## config.mk

```make
export PLATFORM = sky130hd
export DESIGN_NAME = axis_ad77xx_chain_rx
export DESIGN_NICKNAME = d
export VERILOG_FILES = /design/src/rtl/axis_ad77xx_chain_rx.sv
export SDC_FILE = /design/constraint.sdc
export NUM_CORES = 1
export LEC_CHECK = 0
export BUFFER_PORTS_ARGS = -buffer_cell sky130_fd_sc_hd__buf_4
export CELL_PAD_IN_SITES_DETAIL_PLACEMENT = 0
export CELL_PAD_IN_SITES_GLOBAL_PLACEMENT = 1
export CORE_MARGIN = 2
export CORE_UTILIZATION = 40
export DETAILED_ROUTE_END_ITERATION = 16
export PLACE_DENSITY_LB_ADDON = 0.1
export SYNTH_ARGS = -nofsm -noshare
export SYNTH_HDL_FRONTEND = slang
export SYNTH_SLANG_ARGS = --single-unit
```

## constraint.sdc

```tcl
create_clock -name aclk -period 5.9 [get_ports aclk]
set_input_delay 0.885 -clock aclk [delete_from_list [all_inputs] [get_ports aclk]]
set_output_delay 0.885 -clock aclk [all_outputs]
set_load 0.01 [all_outputs]
```

## src/rtl/axis_ad77xx_chain_rx.sv

```systemverilog
// axis_ad77xx_chain_rx: AD7763-family daisy-chain SDO deserialiser framing NUM_CHANNELS words onto AXI-Stream through a frame-atomic FIFO.
// Ports: aclk/aresetn (async active-low); enable gates new frames; clear zeroes overflow_count and frame_error;
// adc_dreadyn/adc_sdo ADC serial interface; m_axis_* stream (tuser = channel, tlast = last channel);
// overflow_count counts dropped frames (saturating); frame_error is sticky on a start seen mid-frame.
// Define STATUS_PASSTHRU_EN to emit the full raw word zero-extended instead of the sign-extended sample.
module axis_ad77xx_chain_rx #(
  parameter int NUM_CHANNELS    = 2,
  parameter int WORD_WIDTH      = 32,
  parameter int SAMPLE_WIDTH    = 24,
  parameter int AXIS_DATA_WIDTH = 32,
  parameter int FIFO_DEPTH      = 16,
  localparam int UW = NUM_CHANNELS > 1 ? $clog2(NUM_CHANNELS) : 1
) (
  input  logic                       aclk,
  input  logic                       aresetn,
  input  logic                       enable,
  input  logic                       clear,
  input  logic                       adc_dreadyn,
  input  logic                       adc_sdo,
  output logic [AXIS_DATA_WIDTH-1:0] m_axis_tdata,
  output logic [UW-1:0]              m_axis_tuser,
  output logic                       m_axis_tlast,
  output logic                       m_axis_tvalid,
  input  logic                       m_axis_tready,
  output logic [15:0]                overflow_count,
  output logic                       frame_error
);
  localparam int BW = WORD_WIDTH > 1 ? $clog2(WORD_WIDTH) : 1;
  localparam int PW = FIFO_DEPTH > 1 ? $clog2(FIFO_DEPTH) : 1;
  localparam int CW = $clog2(FIFO_DEPTH) + 1;
  localparam int EW = AXIS_DATA_WIDTH + UW + 1;
  typedef enum logic {IDLE, SHIFT} state_t;
  state_t state, state_n;
  logic dreadyn_q, start, space_ok, go, drop, word_done, frame_done, wr_pend, pop;
  logic [BW-1:0] bit_cnt;
  logic [UW-1:0] ch_cnt;
  logic [WORD_WIDTH-2:0] shreg;
  logic [WORD_WIDTH-1:0] word_in;
  logic [AXIS_DATA_WIDTH-1:0] fmt;
  logic [EW-1:0] wr_entry;
  logic [EW-1:0] mem [FIFO_DEPTH];
  logic [PW-1:0] wr_ptr, rd_ptr;
  logic [CW-1:0] cnt, occ;
  assign start      = dreadyn_q & ~adc_dreadyn;
  assign word_in    = {shreg, adc_sdo};
  assign word_done  = state == SHIFT && bit_cnt == BW'(WORD_WIDTH - 1);
  assign frame_done = word_done && ch_cnt == UW'(NUM_CHANNELS - 1);
  // Occupancy counts the presented head and the word waiting to be written, so a
  // whole frame's worth of space is reserved before the first bit is shifted.
  assign occ      = cnt + CW'(m_axis_tvalid) + CW'(wr_pend);
  assign space_ok = CW'(FIFO_DEPTH) - occ >= CW'(NUM_CHANNELS);
  assign go       = state == IDLE && start && enable && space_ok;
  assign drop     = state == IDLE && start && enable && !space_ok;
  assign pop      = cnt != '0 && (!m_axis_tvalid || m_axis_tready);
`ifdef STATUS_PASSTHRU_EN
  assign fmt = AXIS_DATA_WIDTH'(word_in);
`else
  logic signed [SAMPLE_WIDTH-1:0] sample;
  assign sample = word_in[WORD_WIDTH-1 -: SAMPLE_WIDTH];
  assign fmt    = AXIS_DATA_WIDTH'(sample);
`endif
  always_comb state_n = go ? SHIFT : frame_done ? IDLE : state;
  always_ff @(posedge aclk or negedge aresetn) begin
    if (!aresetn) begin
      state          <= IDLE;
      dreadyn_q      <= 1'b0;
      bit_cnt        <= '0;
      ch_cnt         <= '0;
      shreg          <= '0;
      wr_pend        <= 1'b0;
      wr_entry       <= '0;
      overflow_count <= '0;
      frame_error    <= 1'b0;
    end else begin
      state     <= state_n;
      dreadyn_q <= adc_dreadyn;
      wr_pend   <= word_done;
      if (go) begin
        bit_cnt <= '0;
        ch_cnt  <= '0;
      end else if (state == SHIFT) begin
        shreg   <= word_in[WORD_WIDTH-2:0];
        bit_cnt <= word_done ? '0 : bit_cnt + 1'b1;
        if (word_done) begin
          ch_cnt   <= ch_cnt + 1'b1;
          wr_entry <= {fmt, ch_cnt, ch_cnt == UW'(NUM_CHANNELS - 1)};
        end
      end
      if (clear) overflow_count <= '0;
      else if (drop && overflow_count != 16'hFFFF) overflow_count <= overflow_count + 1'b1;
      if (clear) frame_error <= 1'b0;
      else if (state == SHIFT && start) frame_error <= 1'b1;
    end
  end
  always_ff @(posedge aclk) if (wr_pend) mem[wr_ptr] <= wr_entry;
  always_ff @(posedge aclk or negedge aresetn) begin
    if (!aresetn) begin
      wr_ptr        <= '0;
      rd_ptr        <= '0;
      cnt           <= '0;
      m_axis_tdata  <= '0;
      m_axis_tuser  <= '0;
      m_axis_tlast  <= 1'b0;
      m_axis_tvalid <= 1'b0;
    end else begin
      if (wr_pend) wr_ptr <= wr_ptr == PW'(FIFO_DEPTH - 1) ? '0 : wr_ptr + 1'b1;
      if (pop) begin
        rd_ptr <= rd_ptr == PW'(FIFO_DEPTH - 1) ? '0 : rd_ptr + 1'b1;
        {m_axis_tdata, m_axis_tuser, m_axis_tlast} <= mem[rd_ptr];
      end
      m_axis_tvalid <= pop | (m_axis_tvalid & ~m_axis_tready);
      cnt           <= cnt + CW'(wr_pend) - CW'(pop);
    end
  end
endmodule

```

==> flow_metrics.tcl <==
set metrics [dict create \
    antenna_found_initial 0 \
    synthAdderAreaFrac_pct 1.416 \
    cts_root_buffer "clkbuf_16" \
    startpoint_type "register" \
    ctsLongestPathBuffers 3 \
    outcome "finished clean" \
    drt_wl_total_um 45400 \
    place_hpwl_um 22580 \
    cts.repair.resized 0 \
    synth_compound_area_share_pct 3.254 \
    critical_path_class "register to register" \
    synthCells 1071 \
    die_area_um2 53070 \
    hp-class "primary input to async pin" \
    rsz0062_at_grt "false" \
    ctsHoldBuffers 0 \
    ys_types 48 \
    first_pass_iters 5 \
    maxSlewHeadroom_pct 24.90 \
    crit_chain "ha_1 -> ha_1 -> inv_1 -> ha_1 -> inv_1 -> fa_1 -> nor2b_1 -> and3_1 -> nand3_2 -> nor4b_1 -> mux2_2" \
    overflow 0 \
    htree_levels 2 \
    ys_seq_area_share_pct 73.37 \
    worstRegToRegCells 11 \
    period_share_pct 58.09 \
    drc_errors 0 \
    die_y_um 230.4 \
    cts_tree "yes" \
    cts_sinks 521 \
    postCtsSetupBuffers 0 \
    cpMostUsedCell "ha_1" \
    synth_top_family_by_area "multiplexers" \
    min_period_ps 3428 \
    final_common_cell "edfxtp_1" \
    design.final.nets 1174 \
    insertedDiodeCount 0 \
    antenna_left 0 \
    grt_max_degree 106 \
    num_vias 10010 \
    nFillCells 4234 \
    holdWs_ps 367.1 \
    clk_latency_ps 590 \
    vdd_drop_max_uv 378.6 \
    drv_cap 0 \
    synthesis.area_um2 20500 \
    first_global_vias 10340 \
    clk_pin_slew_ps 60 \
    p_leak_nw 8.135 \
    synth_edf_count 400 \
    synth_seq_cells 521 \
    top_layer_used "met4" \
    drv_slew 0 \
    synth.area.mux_share_pct 15.77 \
    critPathTopFamily "adder cells" \
    via_per_inst 5.374 \
    worstMarginPinSlew_ps 1124 \
    powerDensity_nw_per_um2 464.4 \
    synth-xor-area-share_pct 0.4273 \
    fp.dieW_um 230.4 \
    hold_viol 0 \
    r2r_slack_ps 2470 \
    critical_path.slowest_cell "dfrtp_1" \
    yosys.area_share.simple_pct 3.980 \
    start_util_pct 40.69 \
    cp.required_ps 6370 \
    cp_data_arrival_time_ps 3900 \
    grt_pass1_wl_um 68190 \
    wire_per_inst_um 24.37 \
    drtIter0Drc 699 \
    syn_to_final_growth_pct 14.73 \
    crit_fanout 24 \
    wl_met3_um 1847 \
    cp.depth 11 \
    core-area_um2 50380 \
    syn-num-nets 1100 \
    cts_buffers 55 \
    synth_flop_cell "edfxtp_1" \
    wl_met2_um 22360 \
    fin_setup_tns_ps 0 \
    cp_num_buf_inv 2 \
    syn_avg_cell_area_um2 19.14 \
    met1_length_um 20140 \
    io_buffers 58 \
    async_flop_share_pct 23.22 \
    drive_above_1_share_pct 31.15 \
    fin_skew_ps 10.71 \
    num_rows 82 \
    io-pin-count 59 \
    fmax_ghz 0.2918 \
    gp_congestion 0.6981 \
    layout_common_cells "edfxtp_1 (400), dfrtp_1 (118), mux4_2 (100)" \
    cp-end-kind "register" \
    worst_path_largest_cell_delay_ps 530 \
    setup-violations-final 0 \
    grt_util_all_layers_pct 17.56 \
    yosysWarnings 0 \
]
-- cell type report --
type	instances	area [um2]	area share, %
clock buffers	86	1605	6.826
clock inverters	17	106.4	0.4522
inverters	17	63.81	0.2713
multi-input cells	469	5225	22.22
flip-flops and latches	521	15050	64.00
well taps	672	840.8	3.575
repair buffers	81	624.3	2.655
-- routing by layer --
metal | GRT usage [%] | up-vias
li1 | - | 4421
met1 | 23.58 | 5329
met2 | 29.55 | 191
met3 | 3.199 | 70
met4 | 4.778 | 0
met5 | 0 | -
-- cell families after synthesis --
kind of cell	count (synthesis)
compound gates	99
flops	521
simple gates	151
mux	187
fa+ha+maj	22
xor+xnor	10
buf+inv	81
-- final timing paths --
kind	startpoint	endpoint
worst max-delay path	wr_pend	overflow_count[14]
worst min-delay path	aresetn	shreg[1]
worst max register to register	wr_pend	overflow_count[14]
worst min register to register	shreg[0]	shreg[1]
max in group asynchronous	aresetn	rd_ptr[0]
min in group aclk	adc_dreadyn	dreadyn_q
-- sequential cells by signal, summed over array words and instances (netlist names), 4 cells and up --
signal          flops
bit_cnt             5
cnt                 5
m_axis_tdata       24
mem               400
overflow_count     16
rd_ptr              4
shreg              31
wr_entry           25
wr_ptr              4
-- where the power goes --
part           internal [W]  switching [W]  total (W)
sequential          0.00459       0.000625    0.00522
combinational       0.00134        0.00108    0.00242
clock               0.00190        0.00138    0.00329
-- per-stage QoR --
stage	total power (W)	utilization [%]	cells	area (um2)	setup slack, ps
2_1_floorplan	0.006958	-	1071	20500	2927
3_3_place_gp	0.007751	43.28	1760	21800	2496
3_5_place_dp	0.007780	43.28	1760	21800	2459
4_1_cts	0.01109	46.68	1863	23520	2433
5_1_grt	0.01149	46.68	1863	23520	2206
6_report	0.01092	46.68	1863	23520	2472
-- synth_stat cells (all sizes together) (3+ instances only) --
cell type | count | area share, %
ha | 20 | 1.2
dfrtp | 121 | 15
nand3 | 12 | 0.32
nor2 | 47 | 0.86
nor4b | 3 | 0.13
buf | 32 | 0.89
clkbuf | 32 | 0.59
a22o | 5 | 0.21
nand2b | 7 | 0.21
nor4 | 3 | 0.092
nor3 | 4 | 0.098
o21ai | 11 | 0.27
xor2 | 4 | 0.17
a211oi | 25 | 0.92
nor2b | 30 | 0.92
inv | 16 | 0.29
or4 | 10 | 0.38
o31ai | 7 | 0.32
edfxtp | 400 | 59
mux4 | 100 | 11
nand4 | 5 | 0.15
nand2 | 17 | 0.31
mux2 | 87 | 4.8
o22ai | 25 | 0.76
and3 | 4 | 0.12
xnor2 | 6 | 0.26
a21oi | 19 | 0.46
No activity file was read; power rests on OpenSTA's default activity.
